==> src/rtl/inst_rom_arbiter_if.sv <==
// One requester port of the instruction-ROM arbiter: a request/grant pair plus a
// fixed one-cycle response. A transfer happens in any cycle where req && gnt. The
// requester holds addr stable until gnt. The response (rvalid/rdata/err) arrives
// exactly one cycle later and cannot be stalled.
interface inst_rom_arbiter_if #(
  parameter int ADDR_W = 32,
  parameter int DATA_W = 32
) ();
  logic              req;
  logic [ADDR_W-1:0] addr;
  logic              gnt;
  logic              rvalid;
  logic [DATA_W-1:0] rdata;
  logic              err;

  modport master (output req, addr, input gnt, rvalid, rdata, err);
  modport slave  (input req, addr, output gnt, rvalid, rdata, err);
endinterface

==> src/rtl/inst_rom_arbiter.sv <==
// Shares one combinational instruction ROM between the IF fetch port (fixed priority)
// and a debug/loader port whose wait is bounded by MAX_WAIT lost cycles.
module inst_rom_arbiter #(
  parameter int ADDR_W   = 32,
  parameter int DATA_W   = 32,
  parameter int MAX_WAIT = 4
) (
  input  logic                             clk,
  input  logic                             rst,
  inst_rom_arbiter_if.slave                if_bus,
  inst_rom_arbiter_if.slave                dbg_bus,
  output logic                             rom_ce,
  output logic [ADDR_W-1:0]                rom_addr,
  input  logic [DATA_W-1:0]                rom_inst,
  output logic [$clog2(MAX_WAIT+1)-1:0]    wait_cnt
);
  localparam int              CW          = $clog2(MAX_WAIT + 1);
  localparam logic [CW-1:0]   MAX_CNT     = CW'(MAX_WAIT);
  localparam logic            CHIP_ENABLE = 1'b1;

  logic [CW-1:0]     wait_cnt_q, wait_cnt_d;
  logic              if_rvalid_q, if_rvalid_d;
  logic              if_err_q, if_err_d;
  logic [DATA_W-1:0] if_rdata_q, if_rdata_d;
  logic              dbg_rvalid_q, dbg_rvalid_d;
  logic              dbg_err_q, dbg_err_d;
  logic [DATA_W-1:0] dbg_rdata_q, dbg_rdata_d;

  logic              dbg_win, if_gnt, dbg_gnt, aligned;
  logic [ADDR_W-1:0] gnt_addr;
  logic [DATA_W-1:0] word;

  always_comb begin
    dbg_win  = dbg_bus.req && (!if_bus.req || (wait_cnt_q == MAX_CNT));
    // Nothing is granted while in reset, so a reset-cycle request never produces a response.
    dbg_gnt  = !rst && dbg_win;
    if_gnt   = !rst && if_bus.req && !dbg_win;
    gnt_addr = dbg_gnt ? dbg_bus.addr : if_bus.addr;
    aligned  = (gnt_addr[1:0] == 2'b00);

    rom_ce   = ~CHIP_ENABLE;
    rom_addr = '0;
    if ((if_gnt || dbg_gnt) && aligned) begin
      rom_ce   = CHIP_ENABLE;
      rom_addr = gnt_addr;
    end
    word = aligned ? rom_inst : '0;

    if_rvalid_d  = if_gnt;
    if_err_d     = if_gnt && !aligned;
    if_rdata_d   = if_gnt ? word : if_rdata_q;
    dbg_rvalid_d = dbg_gnt;
    dbg_err_d    = dbg_gnt && !aligned;
    dbg_rdata_d  = dbg_gnt ? word : dbg_rdata_q;

    // Counts cycles a pending debug request has lost; saturates at MAX_WAIT.
    wait_cnt_d = '0;
    if (dbg_bus.req && !dbg_gnt)
      wait_cnt_d = (wait_cnt_q == MAX_CNT) ? MAX_CNT : wait_cnt_q + 1'b1;
  end

  always_ff @(posedge clk) begin
    if (rst) begin
      wait_cnt_q   <= '0;
      if_rvalid_q  <= 1'b0;
      if_err_q     <= 1'b0;
      if_rdata_q   <= '0;
      dbg_rvalid_q <= 1'b0;
      dbg_err_q    <= 1'b0;
      dbg_rdata_q  <= '0;
    end else begin
      wait_cnt_q   <= wait_cnt_d;
      if_rvalid_q  <= if_rvalid_d;
      if_err_q     <= if_err_d;
      if_rdata_q   <= if_rdata_d;
      dbg_rvalid_q <= dbg_rvalid_d;
      dbg_err_q    <= dbg_err_d;
      dbg_rdata_q  <= dbg_rdata_d;
    end
  end

  assign if_bus.gnt     = if_gnt;
  assign if_bus.rvalid  = if_rvalid_q;
  assign if_bus.err     = if_err_q;
  assign if_bus.rdata   = if_rdata_q;
  assign dbg_bus.gnt    = dbg_gnt;
  assign dbg_bus.rvalid = dbg_rvalid_q;
  assign dbg_bus.err    = dbg_err_q;
  assign dbg_bus.rdata  = dbg_rdata_q;
  assign wait_cnt       = wait_cnt_q;
endmodule
==> src/flat_wrapper.sv <==
// flat-port wrapper written by rule: the top's interface ports become plain ports
module inst_rom_arbiter_flat 
#(
  parameter int ADDR_W   = 32,
  parameter int DATA_W   = 32,
  parameter int MAX_WAIT = 4
)
  (clk, rst, rom_ce, rom_addr, rom_inst, wait_cnt, if_bus_req, if_bus_addr, if_bus_gnt, if_bus_rvalid, if_bus_rdata, if_bus_err, dbg_bus_req, dbg_bus_addr, dbg_bus_gnt, dbg_bus_rvalid, dbg_bus_rdata, dbg_bus_err);
  inst_rom_arbiter_if #(.ADDR_W(ADDR_W), .DATA_W(DATA_W)) if_bus_i ();
  inst_rom_arbiter_if #(.ADDR_W(ADDR_W), .DATA_W(DATA_W)) dbg_bus_i ();
  input  logic clk;
  input  logic rst;
  output logic rom_ce;
  output logic [ADDR_W-1:0] rom_addr;
  input  logic [DATA_W-1:0] rom_inst;
  output logic [$clog2(MAX_WAIT+1)-1:0] wait_cnt;
  input wire logic [$bits(if_bus_i.req)-1:0] if_bus_req;
  input wire logic [$bits(if_bus_i.addr)-1:0] if_bus_addr;
  output wire logic [$bits(if_bus_i.gnt)-1:0] if_bus_gnt;
  output wire logic [$bits(if_bus_i.rvalid)-1:0] if_bus_rvalid;
  output wire logic [$bits(if_bus_i.rdata)-1:0] if_bus_rdata;
  output wire logic [$bits(if_bus_i.err)-1:0] if_bus_err;
  input wire logic [$bits(dbg_bus_i.req)-1:0] dbg_bus_req;
  input wire logic [$bits(dbg_bus_i.addr)-1:0] dbg_bus_addr;
  output wire logic [$bits(dbg_bus_i.gnt)-1:0] dbg_bus_gnt;
  output wire logic [$bits(dbg_bus_i.rvalid)-1:0] dbg_bus_rvalid;
  output wire logic [$bits(dbg_bus_i.rdata)-1:0] dbg_bus_rdata;
  output wire logic [$bits(dbg_bus_i.err)-1:0] dbg_bus_err;
  assign if_bus_i.req = if_bus_req;
  assign if_bus_i.addr = if_bus_addr;
  assign if_bus_gnt = if_bus_i.gnt;
  assign if_bus_rvalid = if_bus_i.rvalid;
  assign if_bus_rdata = if_bus_i.rdata;
  assign if_bus_err = if_bus_i.err;
  assign dbg_bus_i.req = dbg_bus_req;
  assign dbg_bus_i.addr = dbg_bus_addr;
  assign dbg_bus_gnt = dbg_bus_i.gnt;
  assign dbg_bus_rvalid = dbg_bus_i.rvalid;
  assign dbg_bus_rdata = dbg_bus_i.rdata;
  assign dbg_bus_err = dbg_bus_i.err;
  inst_rom_arbiter #(.ADDR_W(ADDR_W), .DATA_W(DATA_W), .MAX_WAIT(MAX_WAIT)) u_core (.clk(clk), .rst(rst), .if_bus(if_bus_i), .dbg_bus(dbg_bus_i), .rom_ce(rom_ce), .rom_addr(rom_addr), .rom_inst(rom_inst), .wait_cnt(wait_cnt));
endmodule
==> config.mk <==
export PLATFORM = sky130hd
export DESIGN_NAME = inst_rom_arbiter_flat
export DESIGN_NICKNAME = d
export VERILOG_FILES = /design/src/rtl/inst_rom_arbiter_if.sv /design/src/rtl/inst_rom_arbiter.sv /design/src/flat_wrapper.sv
export SDC_FILE = /design/constraint.sdc
export NUM_CORES = 1
export LEC_CHECK = 0
export CORE_MARGIN = 2
export CORE_UTILIZATION = 39
export DETAILED_ROUTE_END_ITERATION = 10
export GPL_TIMING_DRIVEN = 0
export PLACE_DENSITY = 0.94
export SKIP_LAST_GASP = 1
export SYNTH_ARGS = -nofsm -noshare
export SYNTH_HDL_FRONTEND = slang
export SYNTH_SLANG_ARGS = --single-unit
export TNS_END_PERCENT = 5
==> constraint.sdc <==
create_clock -name clk -period 3.62 [get_ports clk]
set_input_delay 1.086 -clock clk [delete_from_list [all_inputs] [get_ports clk]]
set_output_delay 1.086 -clock clk [all_outputs]
set_load 0.01 [all_outputs]
Word level (Yosys, flattened, before mapping):

Cells that the tools add are included.

* add/subtract/negate cells: 1
* eq/ne operators: 1
* multiplexer cells: 5
* bitwise gates (word level): 1
* reduce and logical (&&, ||, !) cells: 18

Operators by type and width (count)
* $mux W32: 3
* $logic_and A1 B1 Y1: 8
* $logic_not A1 Y1: 5
* $add A3 B1 Y3 const B: 1
* $eq A3 B3 Y1 const B: 1
* $mux W3: 1
* $reduce_or A3 Y1: 1
* $logic_not A2 Y1: 1
* $logic_or A1 B1 Y1: 2
* $reduce_or A2 Y1: 1
* $mux W1: 1
* $not A1 Y1: 1

* bits in registers: 71
* input bits: 100
* output and inout bits: 106
* logic and storage cells: 34

Logic depth before layout (Yosys ltp):

* word-level depth: 8
* depth in mapped cells: 7
* gate-level depth less buffers: 5

Worst setup path before layout:

No wires, ideal clock.

* kind: input -> output
* start point: in if_bus_req
* end point: out rom_addr[23]
* arrival: 2.072 ns
* data required time: 2.534 ns
* slack: 0.462 ns
* stages on the path: 5
* cells stage by stage: buf_2 > a21boi_2 > nor2_1 > buf_2 > a32o_1

* longest elaborated chain between the ends: 8
* elaborated cells on any way between the ends: 12

Ends and longest elaborated chain
* start: declaration: line flat_wrapper.sv:17 `input wire logic [$bits(if_bus_i.req)-1:0] if_bus_req;`
* $logic_not A1 Y1 *: line inst_rom_arbiter.sv:34 `dbg_win = dbg_bus.req && (!if_bus.req || (wait_cnt_q == MAX_CNT));`
* $logic_or A1 B1 Y1 *: line inst_rom_arbiter.sv:34
* $logic_and A1 B1 Y1 *: line inst_rom_arbiter.sv:34
* $logic_and A1 B1 Y1 *: line inst_rom_arbiter.sv:36 `dbg_gnt = !rst && dbg_win;`
* named net dbg_bus_gnt: line flat_wrapper.sv:25 `output wire logic [$bits(dbg_bus_i.gnt)-1:0] dbg_bus_gnt;`
* $mux W32: line inst_rom_arbiter.sv:38 `gnt_addr = dbg_gnt ? dbg_bus.addr : if_bus.addr;`
* $logic_not A2 Y1: line inst_rom_arbiter.sv:39 `aligned = (gnt_addr[1:0] == 2'b00);`
* $logic_and A1 B1 Y1: line inst_rom_arbiter.sv:43 `if ((if_gnt || dbg_gnt) && aligned) begin`
* $mux W32 *: line inst_rom_arbiter.sv:43
* end: declaration: line flat_wrapper.sv:14 `output logic [ADDR_W-1:0] rom_addr;`

The timed path passes the listed nets; every way through them passes the cells marked *.

Final worst setup path:

* start point: in if_bus_addr[1]
* end point: out rom_addr[4]

* longest elaborated chain between the ends: 4

Ends and longest elaborated chain
* start: declaration: line flat_wrapper.sv:18 `input wire logic [$bits(if_bus_i.addr)-1:0] if_bus_addr;`
* $mux W32: line inst_rom_arbiter.sv:38
* $logic_not A2 Y1: line inst_rom_arbiter.sv:39
* $logic_and A1 B1 Y1: line inst_rom_arbiter.sv:43
* $mux W32: line inst_rom_arbiter.sv:43

Every way passes these cells.

==> flow_metrics.env <==
export IMPL_final_hold_viol_count=0
export IMPL_setup_viol=30
export IMPL_r2r_slack_ns=1.62
export IMPL_cts_clk_slew_worst_paths_ns=0.08
export IMPL_rsz0062_at_grt="yes"
export IMPL_io_buffers=202
export IMPL_firstDrtPassIters=8
export IMPL_core_sq_um=7810
export IMPL_hpwl_microns=10500
export IMPL_cp_arrival_ns=2.68
export IMPL_drcViolationCount=0
export IMPL_grt_pass1_wl_microns=21200
export IMPL_report_power_total_mw=1.80
export IMPL_cts_tree="done"
export IMPL_cp_start_kind="input pin"
export IMPL_die_h_microns=94.1
export IMPL_multiInputGateArea_sq_um=1540
export IMPL_groute_usage_overall_pct=31.4
export IMPL_power_density_nw_per_um2=323
export IMPL_required_ns=2.53
export IMPL_ant_nets=0
export IMPL_fin_crit_sh_pct=104
export IMPL_clk_path_buf_depth=2
export IMPL_drt_iter0_drc=261
export IMPL_cp_cell_sequence="clkdlybuf4s50_1, nor2_4, and4_1, buf_4, buf_6, a32o_1, dlygate4sd2_1"
export IMPL_clock_sinks=71
export IMPL_peakVddDrop_mv=0.228
export IMPL_clk_latency_ns=0.36
export IMPL_violations="negative setup slack"
export IMPL_cts_root_buffer="clkbuf_8"
export IMPL_hold_path_class="register to register"
export IMPL_run_status="finished, violations left"
export IMPL_finalClockSkew_ns=0.0166
export IMPL_yosysWarningCount=0
export IMPL_finalWirelength_microns=13800
export IMPL_antenna_found_initial=0
export IMPL_vias=4146
export IMPL_syn_area_per_cell_sq_um=8.46
export IMPL_syn_area_sq_um=3160
export IMPL_first_global_vias=4081
export IMPL_nFillCells=640
export IMPL_yosysUniqueCellTypes=29
export IMPL_tightest_slew_ns=0.522
export IMPL_initial_core_util_pct=40.5
export IMPL_routedWlPerCell_microns=19.8
export IMPL_diodes=0
export IMPL_ios=206
export IMPL_post_drt_via_cell_ratio=5.94
export IMPL_drv_slew=0
export IMPL_cp_end_kind="output pin"
export IMPL_slowest_delay_ns=0.51
export IMPL_die_area_sq_um=8850
export IMPL_crit_type="input pin to output pin"
export IMPL_place_gp_congestion=0.920
export IMPL_synthTopCellsByArea="dfxtp_1 (45%), a21oi_1 (10%), a32o_1 (9.5%)"
export IMPL_overflow=0
export IMPL_syn2layout_area_growth_pct=75.9
export IMPL_numCtsBuffers=9
export IMPL_max_cap_violations=0
export IMPL_cp_slowest_cell="clkdlybuf4s50_1"
export IMPL_synth_top_cell_by_area="dfxtp_1"
export IMPL_place_area_sq_um=5320
export IMPL_htree_levels=3
export IMPL_synth_seq_area_share_pct=44.9
export IMPL_die_x_microns=94.1
export IMPL_worst_slack_ns=-0.146
export IMPL_syn_inst=374
export IMPL_fin_area_sq_um=5570
export IMPL_drive_gt1_share_pct=9.06
export IMPL_regArea_sq_um=1420
export IMPL_grt_max_degree=14
export IMPL_cellLeakagePower_nw=2.09
export IMPL_finalCriticalPeriod_ns=3.77
export IMPL_path_max_fanout=10
export IMPL_ys_ff_latch=71
export IMPL_fmax_mhz=266
export IMPL_num_rows=32
export IMPL_nets=693
export IMPL_relSlewSlack_pct=65.2
export IMPL_yosysTopAreaCellShare_pct=44.9
-- timing repair --
action                     4_1_cts  5_1_grt
gates resized for setup         54        5
hold buffers                     0        0
setup buffers                    3        0
setup endpoints to repair       33       32
pin swaps                        2        0
-- cell type report --
| class | count | area share [%] |
|---|---|---|
| Clock buffer | 10 | 2.29 |
| Buffer | 50 | 4.79 |
| Clock inverter | 6 | 1.21 |
| Inverter | 5 | 0.337 |
| Multi-Input combinational cell | 249 | 27.6 |
| Sequential cell | 71 | 25.5 |
| Timing Repair Buffer | 205 | 36.0 |
| Tap cell | 102 | 2.29 |
-- metal layers --
metal / part of all wire (%) / wire length, microns / track usage [%]
met2: 47 / 6520 / 51.3
met3: 9.2 / 1270 / 7.30
met1: 41 / 5640 / 40.6
met4: 2.9 / 402 / 10.9
met5: 0 / 0 / 0
-- layout by cell type (no fill, tap or decap), types with 4 or more instances in the layout --
cell,count
clkdlybuf4s50_1,168
buf_4,7
buf_2,12
a32o_1,29
inv_1,4
a21oi_1,64
dfxtp_1,71
o21ai_1,6
clkbuf_8,9
nand3_1,31
o21ai_0,58
clkbuf_1,25
clkbuf_2,4
dlygate4sd2_1,32
nand4_1,34
buf_6,6
-- logic make-up (layout without fill, tap and decap cells) --
kind of cell | after synthesis | count (layout) | share of synthesized area, %
AO/OA/AOI/OAI | 164 | 164 | 31.5
AND/OR/NAND/NOR | 80 | 80 | 14.2
flip-flops | 71 | 71 | 44.9
buffers and inverters | 55 | 276 | 8.15
adder cells (fa/ha/maj) | 2 | 2 | 0.791
other | 1 | 2 | 0.119
multiplexers | 1 | 1 | 0.316
-- metrics by stage --
step / TNS, ns / setup WS (ns) / instances / util, % / hold WS, ns
5_1_grt: -4.37 / -0.187 / 698 / 71.3 / 0.507
3_3_place_gp: -23.94 / -0.837 / 679 / 68.1 / 0.459
2_1_floorplan: 0 / 0.462 / 375 / - / 0.494
6_report: -3.12 / -0.146 / 698 / 71.3 / 0.478
3_5_place_dp: -23.91 / -0.825 / 679 / 68.1 / 0.468
4_1_cts: -3.44 / -0.171 / 698 / 71.3 / 0.482
-- where the power goes --
group          total, mW  switching (mW)  internal, mW
logic              0.338           0.157         0.181
registers          0.813          0.0114         0.802
clock network      0.646           0.324         0.322
-- path summary, 6_finish.rpt --
kind              cells after the start                              endpoint                                  from
setup / recovery                      7                           rom_addr[4]                        if_bus_addr[1]
hold / removal                        2  u_core.if_bus.rdata[10]$_SDFFE_PP0P_  u_core.if_bus.rdata[10]$_SDFFE_PP0P_
setup reg to reg                      7  u_core.if_bus.rdata[28]$_SDFFE_PP0P_         u_core.wait_cnt[0]$_SDFF_PP0_
hold reg to reg                       2  u_core.if_bus.rdata[10]$_SDFFE_PP0P_  u_core.if_bus.rdata[10]$_SDFFE_PP0P_
-- critical path: cells and delay by family --
kind / cells / cell delay, ns
AND/OR/NAND/NOR: 2 / 0.25
AO/OA/AOI/OAI: 1 / 0.24
buffers and inverters: 4 / 1.10
-- cells in the mapped netlist --
cell type  instances
dfxtp_1           71
a21oi_1           64
o21ai_0           58
nand4_1           34
nand3_1           31
a32o_1            30
clkbuf_1          27
buf_2             17
nor2_1             6
o21ai_1            6
inv_1              5
buf_6              3
nor3_1             3
a211oi_1           2
buf_4              2
ha_1               2
a21bo_2            1
a21boi_2           1
a21o_1             1
and3_1             1
and4_1             1
buf_1              1
conb_1             1
mux2i_1            1
nand2b_1           1
nand3_2            1
nor2b_1            1
nor4_1             1
o31ai_2            1
-- state kept, by name (all words and copies together), names as in the netlist --
name                   cells
u_core.dbg_bus.err         1
u_core.wait_cnt            3
u_core.dbg_bus.rdata      32
u_core.if_bus.err          1
u_core.if_bus.rvalid       1
u_core.dbg_bus.rvalid      1
u_core.if_bus.rdata       32
Note: power is estimated with default switching activity, not from simulation.
